### config.mk
export PLATFORM = sky130hd
export DESIGN_NAME = cdb_arbiter
export DESIGN_NICKNAME = d
export VERILOG_FILES = /design/src/rtl/tomasulo_pkg.sv /design/src/rtl/rr_pick.sv /design/src/rtl/cdb_arbiter.sv
export SDC_FILE = /design/constraint.sdc
export NUM_CORES = 1
export LEC_CHECK = 0
export BUFFER_PORTS_ARGS = -buffer_cell sky130_fd_sc_hd__buf_2
export CAP_MARGIN = 0
export CORE_MARGIN = 2
export CORE_UTILIZATION = 29
export CTS_CLUSTER_SIZE = 25
export DETAILED_ROUTE_END_ITERATION = 10
export PLACE_DENSITY_LB_ADDON = 0.05
export SYNTH_ARGS = -nofsm -noshare
export SYNTH_HDL_FRONTEND = slang
export SYNTH_SLANG_ARGS = --single-unit
### constraint.sdc
create_clock -name clk -period 3.3 [get_ports clk]
set_clock_uncertainty 0.1 [all_clocks]
set_input_delay 0.33 -clock clk [delete_from_list [all_inputs] [get_ports clk]]
set_output_delay 0.33 -clock clk [all_outputs]
set_load 0.05 [all_outputs]
### src/rtl/tomasulo_pkg.sv
// Shared Tomasulo definitions: widths, station tags and requester group indices.
package tomasulo_pkg;

   localparam int unsigned TAG_W  = 5;
   localparam int unsigned DATA_W = 32;
   localparam int unsigned IDX_W  = 2;

   // Station tags; tag 0 is reserved for "no producer"
   localparam logic [TAG_W-1:0] TAG_NONE = 5'd0;
   localparam logic [TAG_W-1:0] TAG_ADD0 = 5'd1;
   localparam logic [TAG_W-1:0] TAG_ADD1 = 5'd2;
   localparam logic [TAG_W-1:0] TAG_ADD2 = 5'd3;
   localparam logic [TAG_W-1:0] TAG_MUL0 = 5'd4;
   localparam logic [TAG_W-1:0] TAG_MUL1 = 5'd5;
   localparam logic [TAG_W-1:0] TAG_MUL2 = 5'd6;
   localparam logic [TAG_W-1:0] TAG_LOAD0 = 5'd7;
   localparam logic [TAG_W-1:0] TAG_LOAD1 = 5'd8;
   localparam logic [TAG_W-1:0] TAG_LOAD2 = 5'd9;

   // Requester group indices
   localparam logic [IDX_W-1:0] GRP_ADD  = 2'd0;
   localparam logic [IDX_W-1:0] GRP_MUL  = 2'd1;
   localparam logic [IDX_W-1:0] GRP_LOAD = 2'd2;

   typedef enum logic {
      ST_IDLE  = 1'b0,
      ST_BCAST = 1'b1
   } cdb_state_e;

endpackage

### src/rtl/rr_pick.sv
// Combinational round-robin picker: first eligible index at or after ptr, wrapping.
module rr_pick
   import tomasulo_pkg::*;
#(
   parameter int unsigned N = 3
) (
   input  logic [N-1:0]     elig,
   input  logic [IDX_W-1:0] ptr,
   output logic [N-1:0]     win_oh,
   output logic [IDX_W-1:0] win_idx,
   output logic             any
);

   logic [IDX_W-1:0] cand;

   // Scan N positions starting at ptr; the first eligible one wins
   always_comb begin
      win_oh  = '0;
      win_idx = '0;
      any     = 1'b0;
      cand    = '0;
      for (int unsigned off = 0; off < N; off++) begin
         cand = IDX_W'((32'(ptr) + off) % N);
         if (!any && elig[cand]) begin
            any          = 1'b1;
            win_oh[cand] = 1'b1;
            win_idx      = cand;
         end
      end
   end

endmodule

### src/rtl/cdb_arbiter.sv
// CDB arbiter: round-robin grant of one station group per cycle onto the registered broadcast bus.
module cdb_arbiter #(
   parameter int unsigned N      = 3,
   parameter int unsigned TAG_W  = tomasulo_pkg::TAG_W,
   parameter int unsigned DATA_W = tomasulo_pkg::DATA_W
) (
   input  logic                clk,
   input  logic                nRST,
   input  logic [N-1:0]        Breq,
   input  logic [N*TAG_W-1:0]  BreqLabel,
   input  logic [N*DATA_W-1:0] BreqData,
   input  logic                hold,
   output logic [N-1:0]        BreqAC,
   output logic                BCEN,
   output logic [TAG_W-1:0]    BClabel,
   output logic [DATA_W-1:0]   BCdata,
   output logic [1:0]          grant_idx,
   output logic                zero_tag_err
);
   import tomasulo_pkg::*;

   cdb_state_e state_q, state_d;

   logic [IDX_W-1:0]  rr_ptr, ptr_d;
   logic [N-1:0]      elig, win_oh, ack_d;
   logic [IDX_W-1:0]  win_idx;
   logic [1:0]        gidx_d;
   logic              any, grant, bcen_d, err_d;
   logic [TAG_W-1:0]  win_tag, label_d;
   logic [DATA_W-1:0] win_data, data_d;

   logic [TAG_W-1:0]  lbl_arr [N];
   logic [DATA_W-1:0] dat_arr [N];

   // Unpack the per-group tag/data lanes
   for (genvar g = 0; g < N; g++) begin : g_unpack
      assign lbl_arr[g] = BreqLabel[g*TAG_W +: TAG_W];
      assign dat_arr[g] = BreqData[g*DATA_W +: DATA_W];
   end

   // A group acked this cycle is excluded so it cannot be granted twice in a row
   assign elig = Breq & ~BreqAC;

   rr_pick #(.N(N)) u_pick (
      .elig    (elig),
      .ptr     (rr_ptr),
      .win_oh  (win_oh),
      .win_idx (win_idx),
      .any     (any)
   );

   assign grant    = any & ~hold;
   assign win_tag  = lbl_arr[win_idx];
   assign win_data = dat_arr[win_idx];

   // Next state and next register values
   always_comb begin
      state_d = state_q;
      ack_d   = '0;
      bcen_d  = 1'b0;
      label_d = '0;
      data_d  = '0;
      ptr_d   = rr_ptr;
      gidx_d  = grant_idx;
      err_d   = zero_tag_err;

      case (state_q)
         ST_IDLE:  if (grant)  state_d = ST_BCAST;
         ST_BCAST: if (!grant) state_d = ST_IDLE;
         default:  state_d = ST_IDLE;
      endcase

      if (grant) begin
         ack_d  = win_oh;
         gidx_d = 2'(win_idx);
         ptr_d  = IDX_W'((32'(win_idx) + 32'd1) % N);
         if (win_tag != '0) begin
            bcen_d  = (state_d == ST_BCAST);
            label_d = win_tag;
            data_d  = win_data;
         end else begin
            err_d = 1'b1;
         end
      end
   end

   // State, pointer and output registers
   always_ff @(posedge clk or negedge nRST) begin
      if (!nRST) begin
         state_q      <= ST_IDLE;
         rr_ptr       <= '0;
         BreqAC       <= '0;
         BCEN         <= 1'b0;
         BClabel      <= '0;
         BCdata       <= '0;
         grant_idx    <= '0;
         zero_tag_err <= 1'b0;
      end else begin
         state_q      <= state_d;
         rr_ptr       <= ptr_d;
         BreqAC       <= ack_d;
         BCEN         <= bcen_d;
         BClabel      <= label_d;
         BCdata       <= data_d;
         grant_idx    <= gidx_d;
         zero_tag_err <= err_d;
      end
   end

endmodule

After elaboration in Yosys (flattened, before gate mapping):

Cells that the tools add are included.

* multiplexer cells: 34
* $lt $le $gt $ge: 7
* reductions and logical operators: 9
* multipliers: 0
* shifts and indexed selects: 0
* $add $sub $neg: 3
* bitwise logic cells: 8
* eq/ne operators: 0
* div/mod/pow operators: 4

Operators with widths (count)
* 32-bit 2-to-1 mux: 4
* 32-bit by 2-bit modulo with 32-bit output (second input constant): 3
* 32-bit binary-select mux with 2-bit select: 1
* 2-bit by 2-bit modulo with 32-bit output (second input constant): 1
* 5-bit 2-to-1 mux: 4
* 3-bit 2-to-1 mux: 4
* 1-bit 2-to-1 mux: 11
* 5-bit binary-select mux with 2-bit select: 1
* 2-bit by 3-bit < comparator with 1-bit output (second input constant): 3
* 2-bit by 1-bit adder with 3-bit output (second input constant): 2
* 1-bit binary-select mux with 2-bit select: 3
* 1-bit demux with 2-bit select: 3
* 2-bit by 1-bit >= comparator with 1-bit output (second input constant): 3
* 2-bit 2-to-1 mux: 3
* 3-bit bitwise OR: 2
* 1-bit logical AND: 5
* 5-bit nonzero test: 1
* 2-bit by 2-bit adder with 3-bit output (second input constant): 1
* 3-bit AND: 1
* 3-bit >= comparator (second input constant): 1
* 2-bit NOT with 3-bit output: 1
* 3-bit NOT: 1
* 1-bit logical NOT: 2
* 1-bit NOT: 2
* other kinds (2): 2

* RAM bits: 0
* input bits: 117
* register bits: 46
* latch bits: 0
* bits in read-only memories: 0
* word-level logic and storage cells: 72
* output and inout port bits: 44
* memories kept: 0

Depth between registers and ports, before layout:

Gate-level depths: netlist (run 1).

* word-level depth: 18
* depth in mapped cells: 13
* gate-level depth less buffers: 10

Cells and area by module:

From an unflattened synthesis (run 1), not the netlist that was laid out.

* cell total of the unflattened synthesis: 291
* area total of the unflattened synthesis: 2736.4 um^2

By module, submodules not included
* cdb_arbiter: cells each 238, seq. area each 1151.1 um^2, area each 2388.5 um^2, times used 1
* rr_pick: cells each 53, seq. area each 0.0 um^2, area each 347.8 um^2, times used 1

Worst setup path before layout (run 1):

Ideal clock, no wire load.

* path type: reg-to-reg
* from: reg rr_ptr[0]
* to: reg BCdata[22]
* arrival time: 2792 ps
* period minus slack after synthesis: 3013 ps
* stages on the path, launching flop included: 12
* path slack: 287 ps
* data required time: 3079 ps
* setup time: 121 ps
* cells stage by stage: dfrtp_1 inv_1 ha_1 buf_4 o21bai_1 o2111ai_2 and3_1 buf_6 a221o_1 o41ai_4 buf_6 nor2_2

* cells in the longest elaborated chain, start to end: 17

RTL lines
* from (decl): line cdb_arbiter.sv:24 `logic [IDX_W-1:0] rr_ptr, ptr_d;`
* from (signal assigned): line cdb_arbiter.sv:100 `rr_ptr <= ptr_d;`
* parallel branches: the longest is 16 deep, another holds 32-bit by 2-bit modulo with 32-bit output
* 32-bit 2-to-1 mux (*): line cdb_arbiter.sv:73 `if (grant) begin`
* named net data_d[22]: line cdb_arbiter.sv:30 `logic [DATA_W-1:0] win_data, data_d;`
* to (signal assigned): line cdb_arbiter.sv:104 `BCdata <= data_d;`
* to (decl): line cdb_arbiter.sv:16 `output logic [DATA_W-1:0] BCdata,`

Mark *: on every way through the listed nets, which the timed path passes. The select of a mux whose other input is x is not followed.
A chain may end at the register's enable or synchronous reset.

Worst setup path in the final report (run 1):

* from: reg rr_ptr[1]
* to: reg BCdata[1]

Same word-level chain as after synthesis.

==> results.json, run 1 <==
{
  "status": "finished, final reports clean",
  "p_int_mw": 1.91,
  "syn_to_final_growth_pct": 39.0,
  "drc": 0,
  "clock-sinks": 46,
  "die_h_um": 101,
  "p_leak_nw": 1.99,
  "maxSlewHeadroom_pct": 31.2,
  "seq_power_share_pct": 20.7,
  "cts_setup_buffers": 0,
  "dieArea_mm2": 0.0103,
  "seq_area_frac_synth_pct": 42.0,
  "clk_pin_slew_worst_paths_ps": 90,
  "ir_drop_v": 0.000356,
  "yosysWarnings": 0,
  "place_hpwl_um": 6050,
  "fill_cells": 975,
  "wl_um": 7800,
  "drive_gt1_share_pct": 57.9,
  "grt_pass1_vias": 2505,
  "wl_per_cell_um": 14.4,
  "dr.pass1.iters": 5,
  "grt_busiest_layer": "met2",
  "met3_usage_pct": 4.28,
  "track_usage_pct": 14.9,
  "powerDensity_mw_per_mm2": 1020,
  "r2r_slack_ps": 260,
  "hold_viol": 0,
  "gp_congestion": 0.821,
  "io_buffers": 160,
  "slew_viol_final": 0,
  "die_w_um": 101,
  "tritoncts": "built",
  "avgSynthCellArea_um2": 10.4,
  "critPathLaunchType": "register",
  "final_cell_mix": "160 x buf_2, 46 x dfrtp_1, 34 x mux2_2",
  "layout_commonest_cell": "buf_2",
  "worst_path_largest_cell_delay_ps": 420,
  "cts_resized": 0,
  "holdBufCountCts": 0,
  "cp_max_fo": 33,
  "synth_cell_types": 47,
  "initial_core_util_pct": 29.8,
  "path_cells": "inv_1 > ha_1 > nor4bb_2 > a211o_2 > o22ai_2 > and3_1 > a221o_1 > o41ai_4 > buf_12 > nor2_1",
  "grt_pass1_wl_um": 12100,
  "tns_ps": 0,
  "cts_root_buffer": "clkbuf_8",
  "combinationalPowerShare_pct": 69.9,
  "worstMarginPinSlew_ps": 1030,
  "worst-path-buf-inv": 2,
  "rsz0062_at_grt": "false",
  "vias": 2627,
  "numCtsBuffers": 5,
  "synthCells": 263,
  "synth-edff-count": 0,
  "p_switching_mw": 1.98,
  "synth_top_area_share_pct": 42.0,
  "worst_setup_path_end_kind": "register",
  "ant_nets": 0,
  "cp.arrival_ps": 3120,
  "async_reset_ff_share_pct": 100,
  "fin_nets": 551,
  "syn_area_mm2": 0.00274,
  "grt_start_max_net_pins": 47,
  "max-clock-path-buffers": 2,
  "crit_type": "register to register",
  "diodes": 0,
  "htree_levels": 2,
  "clock.fmax_mhz": 329,
  "synth_area_leaders": "dfrtp_1 42%, mux2_2 14%, a22oi_1 8.8%",
  "fin_crit_sh_pct": 92.2,
  "worst_path_max_delay_cell": "a221o_1",
  "gr-total-overflow": 0,
  "coreArea_mm2": 0.00920,
  "post-synth-top-area-cell": "dfrtp_1",
  "hold_class": "input port to asynchronous set/reset pin",
  "pin_count": 161,
  "power.share.switching_pct": 50.9,
  "antenna_found_initial": 1,
  "use_met2_pct": 25.5,
  "place_ws_ps": 118,
  "drv_cap": 0,
  "ys_ff_latch": 46,
  "clk_latency_ps": 290,
  "grt_use_met1_pct": 18.6,
  "critical_path_required_ps": 3380,
  "fin_ws_ps": 257,
  "p_clk_share_pct": 9.4,
  "critPathTopFamily": "compound AO/OA/AOI/OAI gates",
  "finalCriticalPeriod_ps": 3040,
  "synth_fp_nets": 385,
  "rows": 35,
  "drtIter0Drc": 77,
  "finalSetupViolCount": 0,
  "vias_per_cell": 4.86,
  "synth_ff_type": "dfrtp_1"
}
## per-stage QoR
| stage | hold WS [ps] | util (%) | power, mW | instance area (µm²) | std cells |
|---|---|---|---|---|---|
| 2_1_floorplan | -65.6 | - | 2.91 | 2740 | 263 |
| 3_3_place_gp | 343 | 40.3 | 3.57 | 3700 | 533 |
| 3_5_place_dp | 344 | 40.3 | 3.56 | 3700 | 533 |
| 4_1_cts | 156 | 41.3 | 3.94 | 3800 | 541 |
| 5_1_grt | 177 | 41.4 | 4.22 | 3810 | 541 |
| 6_report | 92.7 | 41.4 | 3.89 | 3810 | 541 |
## synthesized netlist by cell type, types with 3 or more instances
library cell	number
nand2b_1	3
nor3b_1	4
nor2_2	19
and2_1	5
mux2_2	34
nand2_1	12
ha_1	5
o21ai_0	9
a22oi_1	32
a221o_1	3
nor2_1	20
dfrtp_1	46
inv_1	5
buf_6	5
clkbuf_1	6
a211oi_1	4
a21oi_1	11
buf_2	5
nor2b_1	4
## final cells by class
cell class	instances	area, µm²	area share (%)
multi-input cells	193	1470	38.5
inverters	7	26.3	0.689
clock inverters	1	8.76	0.230
clock buffers	7	86.3	2.27
well taps	111	139	3.64
repair buffers	176	933	24.5
flip-flops and latches	46	1150	30.2
## flip-flops by register name, indices dropped and copies added, names as in the netlist
signal	count
rr_ptr	2
grant_idx	2
BCdata	32
zero_tag_err	1
BreqAC	3
BClabel	5
BCEN	1
## worst paths after layout
kind / startpoint / end / cells past startpoint
setup reg to reg: rr_ptr[1]$_DFFE_PN0P_ / BCdata[1]$_DFF_PN0_ / 10
hold / removal: nRST / BreqAC[2]$_DFF_PN0_ / 1
hold reg to reg: zero_tag_err$_DFFE_PN0P_ / zero_tag_err$_DFFE_PN0P_ / 1
setup / recovery: rr_ptr[1]$_DFFE_PN0P_ / BCdata[1]$_DFF_PN0_ / 10
min in group clk: BreqLabel[10] / BClabel[0]$_DFF_PN0_ / 3
max in group asynchronous: nRST / BCdata[5]$_DFF_PN0_ / 1
## power groups by stage
stage	clock network, mW	registers [mW]	logic [mW]
2_1_floorplan	0	1.37	1.54
3_3_place_gp	0	0.813	2.75
3_5_place_dp	0	0.816	2.75
4_1_cts	0.384	0.807	2.75
5_1_grt	0.411	0.828	2.98
6_report	0.367	0.805	2.72
## per-layer routing
layer | up-vias | wire length [µm]
met1 | 1228 | 3260
met3 | 4 | 556
met2 | 101 | 3930
li1 | 1292 | -
met4 | 2 | 40
met5 | - | 11
## logic make-up after synthesis
family / after synthesis / share of synthesized area [%]
DFF: 46 / 42.0
adders and majority gates: 5 / 2.28
muxes: 34 / 14.0
buffers and inverters: 24 / 5.02
AOI/OAI and AO/OA: 74 / 20.2
and+or+nand+nor: 80 / 16.6
No activity file was read; power rests on OpenSTA's default activity.
==> run 2, diff against run 1 <==
CTS_BUF_LIST = sky130_fd_sc_hd__clkbuf_8   (was default)
==> run 2 against run 1 <==
  * Count of clock-buffer cells in the layout fell by 1
  * Hold slack barely moved
  * Non-clock buffer count did not move
  * Utilization did not move
  * Power barely moved
  * Clock power barely moved
  * Sequential share of layout area did not move
  * Die area did not move
  * Register-to-register slack barely moved
  * First-iteration DRC count did not move
  * Worst setup slack barely moved
  * Largest power group unchanged
==> results.json, run 2 (same netlist as run 1, synthesis figures left out) <==
{
  "antenna_found_initial": 1,
  "dieArea_mm2": 0.0103,
  "fin_nets": 551,
  "crit_type": "register to register",
  "worst_path_max_delay_cell": "a221o_1",
  "clk_latency_ps": 290,
  "combinationalPowerShare_pct": 70.0,
  "fill_cells": 975,
  "p_int_mw": 1.91,
  "r2r_slack_ps": 260,
  "reg_top3": "BCdata x32, BClabel x5, BreqAC x3",
  "grt_pass1_wl_um": 12100,
  "slew_viol_final": 0,
  "final_cell_mix": "160 x buf_2, 46 x dfrtp_1, 34 x mux2_2",
  "timing.rr.start": "rr_ptr[1]$_DFFE_PN0P_",
  "powerDensity_mw_per_mm2": 1020,
  "track_usage_pct": 14.9,
  "p_clk_share_pct": 9.3,
  "dr.pass1.iters": 5,
  "place_inst": 533,
  "cts_root_buffer": "clkbuf_8",
  "ant_nets": 0,
  "cp_max_fo": 33,
  "worst_path_largest_cell_delay_ps": 420,
  "hold_viol": 0,
  "multi_input_area_mm2": 0.00147,
  "diodes": 0,
  "finalSetupViolCount": 0,
  "drtIter0Drc": 77,
  "vias": 2624,
  "htree_levels": 2,
  "grt_pass1_vias": 2505,
  "maxSlewHeadroom_pct": 31.2,
  "cp.arrival_ps": 3120,
  "p_leak_nw": 1.99,
  "rsz0062_at_grt": "false",
  "worst_setup_path_end_kind": "register",
  "tritoncts": "built",
  "finalCriticalPeriod_ps": 3040,
  "syn_to_final_growth_pct": 39.0,
  "worstMarginPinSlew_ps": 1030,
  "ir_drop_v": 0.000356,
  "holdBufCountCts": 0,
  "gp_congestion": 0.821,
  "tns_ps": 0,
  "regArea_mm2": 0.00115,
  "status": "finished, final reports clean",
  "fin_cells": 541,
  "die_h_um": 101,
  "wl_um": 7810,
  "die_w_um": 101,
  "io_buffers": 160,
  "drv_cap": 0,
  "critical_path_required_ps": 3380,
  "coreArea_mm2": 0.00920,
  "r2r_end": "BCdata[1]$_DFF_PN0_",
  "clock-sinks": 46,
  "cts_resized": 0,
  "clk_pin_slew_worst_paths_ps": 90,
  "critPathLaunchType": "register",
  "place_hpwl_um": 6050,
  "max-clock-path-buffers": 2,
  "pin_count": 161,
  "numCtsBuffers": 5,
  "power.share.switching_pct": 50.9,
  "p_switching_mw": 1.98,
  "initial_core_util_pct": 29.8,
  "path_cells": "inv_1 > ha_1 > nor4bb_2 > a211o_2 > o22ai_2 > and3_1 > a221o_1 > o41ai_4 > buf_12 > nor2_1",
  "fin_crit_sh_pct": 92.2,
  "grt_start_max_net_pins": 47,
  "wl_per_cell_um": 14.4,
  "hold_class": "input port to asynchronous set/reset pin",
  "drc": 0,
  "rows": 35,
  "reg2reg_depth": 10,
  "top_register": "BCdata",
  "seq_power_share_pct": 20.7,
  "drive_gt1_share_pct": 57.9,
  "layout_commonest_cell": "buf_2",
  "largest_reg_flops": 32,
  "cts_setup_buffers": 0,
  "clock.fmax_mhz": 329,
  "total_power_mw": 3.89,
  "gr-total-overflow": 0,
  "vias_per_cell": 4.85
}
-- run 2: worst max-delay path: cells and delay by family, from the launching register on --
| kind | cells | cell delay (ps) |
|---|---|---|
| and+or+nand+nor | 3 | 590 |
| AOI/OAI and AO/OA | 4 | 1140 |
| adders and majority gates | 1 | 310 |
| buffers and inverters | 2 | 360 |
| DFF | 1 | 410 |
-- run 2: power groups by stage --
stage	Sequential, mW	Clock [mW]	Combinational (mW)
floorplan	1.37	0	1.54
global placement	0.813	0	2.75
detailed placement	0.816	0	2.75
CTS	0.807	0.381	2.75
global route	0.828	0.408	2.98
finish	0.805	0.364	2.72
-- run 2: how the worst max path moves through the flow --
stage	from	endpoint	depth (start not counted)
detailed placement	rr_ptr[0]$_DFFE_PN0P_	BCdata[17]$_DFF_PN0_	10
global route	rr_ptr[1]$_DFFE_PN0P_	BCdata[14]$_DFF_PN0_	10
finish	rr_ptr[1]$_DFFE_PN0P_	BCdata[1]$_DFF_PN0_	10
floorplan	rr_ptr[0]$_DFFE_PN0P_	BCdata[22]$_DFF_PN0_	11
global placement	rr_ptr[0]$_DFFE_PN0P_	BCdata[19]$_DFF_PN0_	10
CTS	rr_ptr[0]$_DFFE_PN0P_	BCdata[1]$_DFF_PN0_	10
-- run 2: per-layer routing --
| metal | vias to the layer above | global-route usage, % | share of wire (%) |
|---|---|---|---|
| met2 | 101 | 25.5 | 50 |
| met4 | 2 | 3.74 | 0.51 |
| met1 | 1225 | 18.6 | 42 |
| met5 | - | 0 | 0.14 |
| li1 | 1292 | - | - |
| met3 | 4 | 4.28 | 7.1 |
-- run 2: metrics by stage --
step	util [%]	instance area (µm²)	hold slack [ps]	worst slack (ps)
after floorplan	-	2740	-65.6	287
after global placement	40.3	3700	343	122
after detailed placement	40.3	3700	344	118
after CTS	41.3	3800	156	86.3
after global routing	41.4	3810	177	49.4
final	41.4	3810	92.8	257
-- run 2: area by class of cell --
cell class / instances / area share [%]
clock buffers: 6 / 2.17
clock inverters: 2 / 0.328
inverters: 7 / 0.689
multi-input cells: 193 / 38.5
flip-flops and latches: 46 / 30.2
well taps: 111 / 3.64
repair buffers: 176 / 24.5
